===== config.mk =====
export PLATFORM = sky130hd
export DESIGN_NAME = spi_target
export DESIGN_NICKNAME = d
export VERILOG_FILES = /design/src/rtl/spi_target_pkg.sv /design/src/rtl/spi_target_sync.sv /design/src/rtl/spi_target.sv
export SDC_FILE = /design/constraint.sdc
export NUM_CORES = 1
export LEC_CHECK = 0
export CORE_MARGIN = 2
export CORE_UTILIZATION = 30
export CTS_CLUSTER_DIAMETER = 80
export DETAILED_ROUTE_END_ITERATION = 12
export GPL_TIMING_DRIVEN = 0
export SLEW_MARGIN = 20
export SYNTH_ARGS = -nofsm -noshare
export SYNTH_HDL_FRONTEND = slang
export SYNTH_SLANG_ARGS = --single-unit

===== constraint.sdc =====
create_clock -name i_clk -period 1.7 [get_ports i_clk]
set_input_delay 0.425 -clock i_clk [delete_from_list [all_inputs] [get_ports i_clk]]
set_output_delay 0.425 -clock i_clk [all_outputs]
set_load 0.02 [all_outputs]

===== src/rtl/spi_target_pkg.sv =====
// Shared types and constants for the SPI target peripheral.
package spi_target_pkg;

  localparam int unsigned DATA_W = 8;
  localparam int unsigned CNT_W  = 4;

  // CPU register index
  typedef enum logic [1:0] {
    REG_DATA   = 2'd0,
    REG_STATUS = 2'd1,
    REG_CTRL   = 2'd2,
    REG_FILL   = 2'd3
  } reg_addr_e;

  // STATUS bit positions
  localparam int unsigned STAT_RX_FULL  = 0;
  localparam int unsigned STAT_TX_FULL  = 1;
  localparam int unsigned STAT_OVERRUN  = 2;
  localparam int unsigned STAT_BUSY     = 3;
  localparam int unsigned STAT_UNDERRUN = 4;

  // CTRL bit positions
  localparam int unsigned CTRL_EN        = 0;
  localparam int unsigned CTRL_RX_IRQ_EN = 1;

  // Frame state
  typedef enum logic {
    IDLE  = 1'b0,
    SHIFT = 1'b1
  } state_e;

endpackage


===== src/rtl/spi_target_sync.sv =====
// Two-flop synchronizer with a third stage for edge detection.
module sync_edge #(
  parameter logic RST_VAL = 1'b0
) (
  input  logic clk,
  input  logic rst,
  input  logic d,
  output logic level,
  output logic rise,
  output logic fall
);

  logic s1, s2, s3;

  // Synchronize the async pin and keep one delayed copy for edges
  always_ff @(posedge clk) begin
    if (rst) begin
      s1 <= RST_VAL;
      s2 <= RST_VAL;
      s3 <= RST_VAL;
    end else begin
      s1 <= d;
      s2 <= s1;
      s3 <= s2;
    end
  end

  assign level = s2;
  assign rise  = s2 & ~s3;
  assign fall  = ~s2 & s3;

endmodule


===== src/rtl/spi_target.sv =====
// SPI mode-0 target with a four-register CPU interface.
module spi_target
  import spi_target_pkg::*;
#(
  parameter logic [DATA_W-1:0] FILL_DEFAULT = 8'hFF
) (
  input  logic              i_clk,
  input  logic              i_rst,
  input  logic              i_cs,
  input  logic              i_rwb,
  input  logic [1:0]        i_addr,
  input  logic [DATA_W-1:0] i_data,
  output logic [DATA_W-1:0] o_data,
  output logic              o_irqb,
  input  logic              i_spi_cs_n,
  input  logic              i_spi_clk,
  input  logic              i_spi_mosi,
  output logic              o_spi_miso,
  output logic              o_spi_miso_oe
);

  state_e            state;
  logic [DATA_W-1:0] rx_buf, tx_buf, fill, rx_sh, tx_sh, rx_next;
  logic [DATA_W-1:0] status, ctrl;
  logic [CNT_W-1:0]  bit_cnt;
  logic              en, rx_irq_en;
  logic              rx_full, tx_full, overrun, underrun;
  logic              mosi_s1, mosi_s2;
  logic              sck_level, sck_rise, sck_fall;
  logic              cs_level, cs_rise, cs_fall;
  logic              busy;
  reg_addr_e         addr;
  logic              rd_data, wr_data, wr_status, wr_ctrl, wr_fill;
  logic              frame_start, in_shift, do_rise, do_fall, reload, byte_done;

  sync_edge #(.RST_VAL(1'b0)) u_sck_sync (
    .clk   (i_clk),
    .rst   (i_rst),
    .d     (i_spi_clk),
    .level (sck_level),
    .rise  (sck_rise),
    .fall  (sck_fall)
  );

  // CS idles high, so its synchronizer resets to the deasserted level
  sync_edge #(.RST_VAL(1'b1)) u_cs_sync (
    .clk   (i_clk),
    .rst   (i_rst),
    .d     (i_spi_cs_n),
    .level (cs_level),
    .rise  (cs_rise),
    .fall  (cs_fall)
  );

  assign busy = ~cs_level;
  assign addr = reg_addr_e'(i_addr);

  assign rd_data   = i_cs &  i_rwb & (addr == REG_DATA);
  assign wr_data   = i_cs & ~i_rwb & (addr == REG_DATA);
  assign wr_status = i_cs & ~i_rwb & (addr == REG_STATUS);
  assign wr_ctrl   = i_cs & ~i_rwb & (addr == REG_CTRL);
  assign wr_fill   = i_cs & ~i_rwb & (addr == REG_FILL);

  // CS rising edge ends the frame and takes priority over a coincident SCK edge
  assign frame_start = (state == IDLE) & en & cs_fall;
  assign in_shift    = (state == SHIFT) & en & ~cs_rise;
  assign do_rise     = in_shift & sck_rise & sck_level;
  assign do_fall     = in_shift & sck_fall;
  assign reload      = frame_start | (do_fall & (bit_cnt == CNT_W'(8)));
  assign byte_done   = do_rise & (bit_cnt == CNT_W'(7));
  assign rx_next     = {rx_sh[DATA_W-2:0], mosi_s2};

  assign o_spi_miso    = tx_sh[DATA_W-1];
  assign o_spi_miso_oe = en & busy;
  assign o_irqb        = ~(rx_irq_en & rx_full);

  // Read mux; register reads have no combinational side effects
  always_comb begin
    o_data = '0;
    status = '0;
    ctrl   = '0;
    status[STAT_RX_FULL]  = rx_full;
    status[STAT_TX_FULL]  = tx_full;
    status[STAT_OVERRUN]  = overrun;
    status[STAT_BUSY]     = busy;
    status[STAT_UNDERRUN] = underrun;
    ctrl[CTRL_EN]         = en;
    ctrl[CTRL_RX_IRQ_EN]  = rx_irq_en;
    case (addr)
      REG_DATA:   o_data = rx_buf;
      REG_STATUS: o_data = status;
      REG_CTRL:   o_data = ctrl;
      REG_FILL:   o_data = fill;
      default:    o_data = '0;
    endcase
  end

  // Register file, frame FSM and shifters; later assignments win so hardware sets beat W1C
  always_ff @(posedge i_clk) begin
    if (i_rst) begin
      state     <= IDLE;
      rx_buf    <= '0;
      tx_buf    <= '0;
      fill      <= FILL_DEFAULT;
      en        <= 1'b0;
      rx_irq_en <= 1'b0;
      rx_full   <= 1'b0;
      tx_full   <= 1'b0;
      overrun   <= 1'b0;
      underrun  <= 1'b0;
      rx_sh     <= '0;
      tx_sh     <= '0;
      bit_cnt   <= '0;
      mosi_s1   <= 1'b0;
      mosi_s2   <= 1'b0;
    end else begin
      mosi_s1 <= i_spi_mosi;
      mosi_s2 <= mosi_s1;

      if (rd_data) rx_full <= 1'b0;
      if (wr_status) begin
        if (i_data[STAT_OVERRUN])  overrun  <= 1'b0;
        if (i_data[STAT_UNDERRUN]) underrun <= 1'b0;
      end
      if (wr_ctrl) begin
        en        <= i_data[CTRL_EN];
        rx_irq_en <= i_data[CTRL_RX_IRQ_EN];
      end
      if (wr_fill) fill <= i_data;

      if (!en) begin
        state <= IDLE;
      end else begin
        case (state)
          IDLE:    if (cs_fall) state <= SHIFT;
          SHIFT:   if (cs_rise) state <= IDLE;
          default: state <= IDLE;
        endcase
      end

      if (reload) begin
        if (tx_full) begin
          tx_sh   <= tx_buf;
          tx_full <= 1'b0;
        end else begin
          tx_sh    <= fill;
          underrun <= 1'b1;
        end
        bit_cnt <= '0;
      end else if (do_fall) begin
        tx_sh <= {tx_sh[DATA_W-2:0], 1'b0};
      end

      if (do_rise) begin
        rx_sh   <= rx_next;
        bit_cnt <= bit_cnt + CNT_W'(1);
        if (byte_done) begin
          if (rx_full && !rd_data) begin
            overrun <= 1'b1;
          end else begin
            rx_buf  <= rx_next;
            rx_full <= 1'b1;
          end
        end
      end

      // A CPU write in the reload cycle is kept for the next byte
      if (wr_data) begin
        tx_buf  <= i_data;
        tx_full <= 1'b1;
      end
    end
  end

endmodule


==> impl_metrics.py, run 1 <==
metrics = {
    "grt": {
        "grt_util_all_layers": 0.1474,
        "grt_pass1_wl_um": 10140,
        "antenna_found_initial": 0,
        "grt-ovfl-total": 0,
        "grt_max_degree": 11,
        "grt_pass1_vias": 2062,
    },
    "route": {
        "ant_nets": 0,
        "drc_errors": 0,
        "wl_per_cell_um": 14.28,
        "vias_per_cell": 4.820,
        "drt_iter0_drc": 113,
        "vias": 2058,
        "drt_first_pass_iters": 4,
        "wl_um": 6097,
    },
    "cells_and_area": {
        "nets": 336,
        "layout_common_cells": "50 x dfxtp_1, 44 x nand2_1, 20 x a21oi_1",
        "drive_gt1_frac": 0.2640,
        "fillerInstances": 822,
        "layoutNonFillerInstCount": 427,
        "num_antenna_cells": 0,
        "final_common_cell": "dfxtp_1",
        "area_growth_pct": 31.68,
        "fin_util": 0.4071,
    },
    "pwr": {
        "p_leak_nw": 1.127,
        "pwr-share-seq": 0.478,
        "sw_frac_of_total": 0.2232,
        "power_density_nw_per_um2": 875.2,
        "intPower_mw": 2.263,
        "net-switching-power_mw": 0.6501,
        "p_comb_frac": 0.086,
        "ir_worst_vdd_mv": 0.4104,
        "power.share.clock": 0.436,
    },
    "worst_setup_path": {
        "worstRegToRegCells": 7,
        "cp.arrival_ps": 1330,
        "timing.rr.end": "bit_cnt[3]",
        "critPathRequiredTime_ps": 1270,
        "slowest_stage": "mux4_2",
        "worst-path-buf-inv": 3,
        "reg2reg_slack_ps": -10,
        "end_kind": "primary output",
        "cpPeakStageDelay_ps": 520,
        "cp_cell_sequence": "buf_6 > clkbuf_8 > mux4_2 > buf_6",
        "startpoint_type": "primary input",
        "cp_max_fo": 5,
        "crit_path_frequent_cell": "buf_6",
        "cp_num_cells": 4,
        "crit_type": "primary input to primary output",
        "r2r_start": "bit_cnt[0]",
        "cp_top_family": "multiplexers",
    },
    "sta": {
        "maxSlewHeadroom": 0.5770,
        "setup_viol": 4,
        "rsz0062_at_grt": "yes",
        "finalClockSkew_ps": 7.383,
        "fmax_mhz": 569.7,
        "finalHoldViolCount": 0,
        "tns_ps": -116.1,
        "tightest_slew_ps": 631.1,
        "post-route-period-util": 1.033,
        "fin_ws_ps": -55.25,
        "period_minus_slack_ps": 1755,
        "slew_violations": 0,
    },
    "yosys": {
        "ys_seq_area_frac": 0.4594,
        "synth_area_um2": 2527,
        "yosys_warnings": 0,
        "syn_nets": 287,
        "ys_types": 40,
        "ys_seq_elements": 58,
        "syn_inst": 268,
        "syn_avg_cell_area_um2": 9.431,
    },
    "clock_tree": {
        "numCtsBuffers": 9,
        "clk_pin_slew_worst_paths_ps": 60,
        "cts_tree": "done",
        "htreeDepth": 3,
        "root_buffer": "clkbuf_8",
        "clk_latency_ps": 340,
        "cts.sinks": 58,
        "clk_path_buf_depth": 2,
    },
    "floorplan": {
        "rows": 33,
        "die-height_um": 95.79,
        "die_w_um": 95.79,
        "initial_utilization": 0.3092,
        "dieArea_um2": 9175,
        "coreArea_um2": 8175,
        "pin_count": 28,
    },
    "hold_path": {
        "hp-class": "flop to flop",
        "min_path_cells": 1,
        "whs_endpoint": "u_cs_sync.level",
        "min-delay-start": "u_cs_sync.s1",
    },
    "placed_design": {
        "hpwl_um": 4250,
        "portBuffers": 26,
        "finalWeightedCongestion": 0.7588,
        "place_inst": 399,
    },
    "run_status": {
        "status": "complete, but fails checks",
        "violations": "negative setup slack",
    },
    "run": {
        "max_cap_viol_count": 0,
    },
}
[flip-flops by register name, summed over array words and instances, names as in the netlist, 4 cells and up]
signal   count
tx_buf       8
fill         8
bit_cnt      4
rx_sh        7
tx_sh        8
rx_buf       8
[metal layers]
| layer | part of all wire | up-vias | track usage |
|---|---|---|---|
| met5 | 0 | - | 0 |
| met4 | 0.014 | 0 | 0.05833 |
| met3 | 0.033 | 7 | 0.03915 |
| met2 | 0.48 | 38 | 0.2378 |
| met1 | 0.47 | 971 | 0.1874 |
| li1 | - | 1042 | - |
[metrics by stage]
step / power [mW] / cell area (µm²) / hold WS (ps) / worst slack (ps)
after global routing: 3.034 / 3328 / 426.2 / -88.70
final: 2.913 / 3328 / 409.5 / -55.25
after global placement: 1.644 / 2922 / 391.9 / -1187
after floorplan: 1.541 / 2530 / 389.5 / 1.962
after detailed placement: 1.645 / 2922 / 399.4 / -1190
after CTS: 2.940 / 3237 / 413.3 / -68.62
[area by class of cell]
cell class	count	area [µm²]	area share
clock inverters	2	35.03	0.01053
repair buffers	42	384.1	0.1154
inverters	4	15.01	0.004511
well taps	105	131.4	0.03947
flip-flops and latches	58	1176	0.3534
plain buffers	11	66.31	0.01992
multi-input cells	191	1358	0.4079
clock buffers	14	162.7	0.04887
[power groups by stage]
stage | registers [mW] | logic, mW | clock network, mW
after global placement | 1.42 | 0.221 | 0
final | 1.39 | 0.251 | 1.27
after global routing | 1.39 | 0.272 | 1.37
after detailed placement | 1.42 | 0.221 | 0
after CTS | 1.39 | 0.239 | 1.31
after floorplan | 1.42 | 0.123 | 0
[kinds of logic after synthesis]
logic type | Yosys count | share of synthesized area
AND/OR/NAND/NOR | 106 | 0.2193
multiplexers | 30 | 0.1332
buffers and inverters | 19 | 0.02871
adder cells (fa/ha/maj) | 3 | 0.01386
AO/OA/AOI/OAI | 52 | 0.1456
flip-flops | 58 | 0.4594
[worst reg2reg max path: stages, from the launching register on]
cell and delay (ps):
dfxtp_2 340, inv_2 60, ha_2 170, nand3b_1 130, or4_4 520, buf_4 160, nand4_1 110, a21oi_2 70
[worst max-delay path by stage]
stage                endpoint        from
floorplan           rx_buf[6]  bit_cnt[0]
CTS                 o_data[0]          en
global placement    o_data[2]   i_addr[0]
detailed placement  o_data[2]   i_addr[0]
finish              o_data[0]   i_addr[1]
global route        o_data[0]          en
[synthesized netlist by cell type, drive strengths merged]
| master | instances | area, µm² |
|---|---|---|
| mux2 | 9 | 101.4 |
| nor3 | 2 | 10.01 |
| or4 | 1 | 7.510 |
| or3b | 2 | 17.52 |
| nand3b | 4 | 30.03 |
| mux2i | 19 | 190.2 |
| buf | 2 | 8.750 |
| and2 | 2 | 12.52 |
| nand4 | 4 | 25.02 |
| o31a | 1 | 8.760 |
| nand4bb | 2 | 38.79 |
| inv | 4 | 15.01 |
| and4b | 1 | 10.01 |
| o21ba | 1 | 10.01 |
| a21boi | 2 | 15.01 |
| a22o | 3 | 26.28 |
| nor2 | 16 | 60.06 |
| nand2 | 45 | 168.9 |
| or3 | 1 | 6.260 |
| ha | 2 | 25.02 |
| nor2b | 14 | 87.58 |
| a21oi | 22 | 110.1 |
| nand2b | 2 | 12.51 |
| maj3 | 1 | 10.01 |
| a221oi | 1 | 8.760 |
| nand3 | 3 | 15.01 |
| a211o | 8 | 70.07 |
| dfxtp | 58 | 1161 |
| a2111oi | 1 | 27.53 |
| nor3b | 2 | 15.01 |
| mux4 | 2 | 45.04 |
| o2bb2ai | 7 | 61.31 |
| clkbuf | 13 | 48.80 |
| or2 | 3 | 18.77 |
| o21ai | 6 | 30.03 |
| nor4bb | 1 | 10.01 |
| nand4b | 1 | 8.760 |
[timing repair]
action / in CTS / in global routing
resized for setup: 79 / 22
pin swaps: 2 / 6
endpoints found under the setup margin: 44 / 28
hold buffers: 0 / 0
setup buffers: 11 / 5
No activity file was read; power rests on OpenSTA's default activity.
==> inputs of run 2 (changes only) <==
- CORE_MARGIN: 2 -> not set
- DONT_BUFFER_PORTS: not set -> 1
==> run 2 against run 1 <==
Effect of this change:
- the flow now finishes without violations
- flip-flop and latch count is the same
- design area shrank 9.4%
- combinational power shrank 35%
- clock skew grew 1.3 ps
- register-to-register slack gained 90 ps
- global-route usage shrank 0.20 points
- wire length shrank 2.7%
- largest cell class unchanged
- largest power group unchanged
==> impl_metrics.py, run 2 (same netlist as run 1, synthesis figures left out) <==
metrics = {
    "placed_design": {
        "place_inst": 373,
        "finalWeightedCongestion": 0.7950,
        "hpwl_um": 4301,
        "pre_cts_slack_ps": -282.8,
        "postPlaceCellArea_um2": 2661,
        "portBuffers": 0,
    },
    "pwr": {
        "power_density_nw_per_um2": 921.4,
        "ir_worst_vdd_mv": 0.3401,
        "p_comb_frac": 0.059,
        "intPower_mw": 2.149,
        "net-switching-power_mw": 0.6303,
        "p_leak_nw": 0.9699,
        "power.share.clock": 0.440,
        "sw_frac_of_total": 0.2268,
        "pwr-share-seq": 0.501,
    },
    "floorplan": {
        "die-height_um": 93.79,
        "dieArea_um2": 8796,
        "coreArea_um2": 8175,
        "rows": 33,
        "die_w_um": 93.79,
        "initial_utilization": 0.3092,
        "pin_count": 28,
    },
    "worst_setup_path": {
        "cp_top_family": "multiplexers",
        "cpPeakStageDelay_ps": 540,
        "worst-path-buf-inv": 0,
        "startpoint_type": "flop",
        "cp_max_fo": 6,
        "crit_type": "flop to primary output",
        "end_kind": "primary output",
        "critPathRequiredTime_ps": 1270,
        "slowest_stage": "mux4_2",
        "cp_cell_sequence": "mux4_2",
        "cp.arrival_ps": 1250,
    },
    "cells_and_area": {
        "final_area_um2": 3017,
        "layoutNonFillerInstCount": 395,
        "drive_gt1_frac": 0.2241,
        "nets": 305,
        "fillerInstances": 843,
        "num_antenna_cells": 0,
        "area_growth_pct": 19.36,
        "fin_util": 0.3690,
        "layout_common_cells": "52 x dfxtp_1, 44 x nand2_1, 21 x a21oi_1",
        "final_common_cell": "dfxtp_1",
    },
    "clock_tree": {
        "numCtsBuffers": 9,
        "root_buffer": "clkbuf_8",
        "clk_path_buf_depth": 2,
        "clk_pin_slew_worst_paths_ps": 60,
        "ctsHoldBuffers": 0,
        "cts_tree": "done",
        "clk_latency_ps": 340,
        "htreeDepth": 3,
        "cts.sinks": 58,
    },
    "route": {
        "wl_met1_um": 2565,
        "vias": 1937,
        "vias_per_cell": 4.904,
        "drt_iter0_drc": 102,
        "ant_nets": 0,
        "met3_length_um": 400,
        "drc_errors": 0,
        "wl_um": 5931,
        "met2_length_um": 2874,
        "drt_first_pass_iters": 4,
        "wl_per_cell_um": 15.02,
        "routed.top_layer": "met4",
    },
    "sta": {
        "finalClockSkew_ps": 8.677,
        "period_minus_slack_ps": 1674,
        "fmax_mhz": 597.2,
        "setup_viol": 0,
        "finalHoldViolCount": 0,
        "slew_violations": 0,
        "maxSlewHeadroom": 0.3127,
        "fin_ws_ps": 25.64,
        "post-route-period-util": 0.9849,
        "tightest_slew_ps": 1023,
        "rsz0062_at_grt": "yes",
    },
    "run_status": {
        "status": "finished, final reports clean",
    },
    "grt": {
        "grt-ovfl-total": 0,
        "grt_util_all_layers": 0.1455,
        "grt_max_degree": 11,
        "antenna_found_initial": 0,
        "grt_pass1_vias": 1865,
        "grt_pass1_wl_um": 9425,
    },
    "hold_path": {
        "hp-class": "primary input to flop",
    },
    "run": {
        "max_cap_viol_count": 0,
    },
}
## run 2: cell types whose count changed in the layout (fill, tap and decap cells not counted), moves of 3 or more
cell / previous run / this run
clkdlybuf4s50_1: 11 / 0
buf_6: 5 / 0
buf_4: 17 / 9
dlygate4sd2_1: 4 / 0
a22o_1: 3 / 0
dfxtp_2: 6 / 3
## run 2: worst paths after layout
| path | startpoint | to | slack, ps | cells after the start |
|---|---|---|---|---|
| worst min-delay path | i_spi_cs_n | u_cs_sync.s1 | 180 | 1 |
| worst min register to register | u_cs_sync.s1 | u_cs_sync.level | 410 | 1 |
| worst max register to register | bit_cnt[0] | tx_sh[1] | 80 | 9 |
| worst max-delay path | en | o_data[0] | 30 | 1 |
## run 2: power groups by stage
stage	clock [mW]	combinational (mW)	sequential, mW
after floorplan	0	0.123	1.42
final	1.22	0.164	1.39
after detailed placement	0	0.154	1.42
after global routing	1.32	0.179	1.39
after global placement	0	0.152	1.42
after CTS	1.26	0.160	1.39
## run 2: cell type report
class                      instances  area (µm²)  share of cell area
buffer                            12       53.80             0.01783
timing repair buffer              10       87.58             0.02903
multi-input combinational        191        1368              0.4533
tap                              105       131.4             0.04355
clock buffer                      12       145.1             0.04811
clock inverter                     3       40.04             0.01327
sequential                        58        1176              0.3899
inverter                           4       15.01            0.004977
## run 2: per-stage QoR
step	power (mW)	TNS [ps]	hold slack, ps
after floorplan	1.541	0	389.5
after global placement	1.575	-5686	391.0
after detailed placement	1.577	-6189	401.4
after CTS	2.810	0	167.1
after global routing	2.891	-48.15	174.5
final	2.779	0	184.5
## run 2: worst register-to-register path: stages (launching register included)
cell	delay, ps
dfxtp_4	360
inv_2	80
ha_4	120
nand3b_1	120
buf_4	160
buf_4	110
buf_4	140
nand2_8	110
mux2i_1	220
o2bb2ai_1	90
## run 2: routing by layer
layer  vias up  GRT usage
li1        979          -
met3         8    0.05016
met4         0    0.08590
met5         -          0
met2        35     0.2342
met1       915     0.1659
## run 2: repair_timing
action                                  in CTS  in global routing
resized for setup                           16                 16
endpoints found under the setup margin      27                 18
setup buffers                                7                  3
pin swaps                                    4                  8
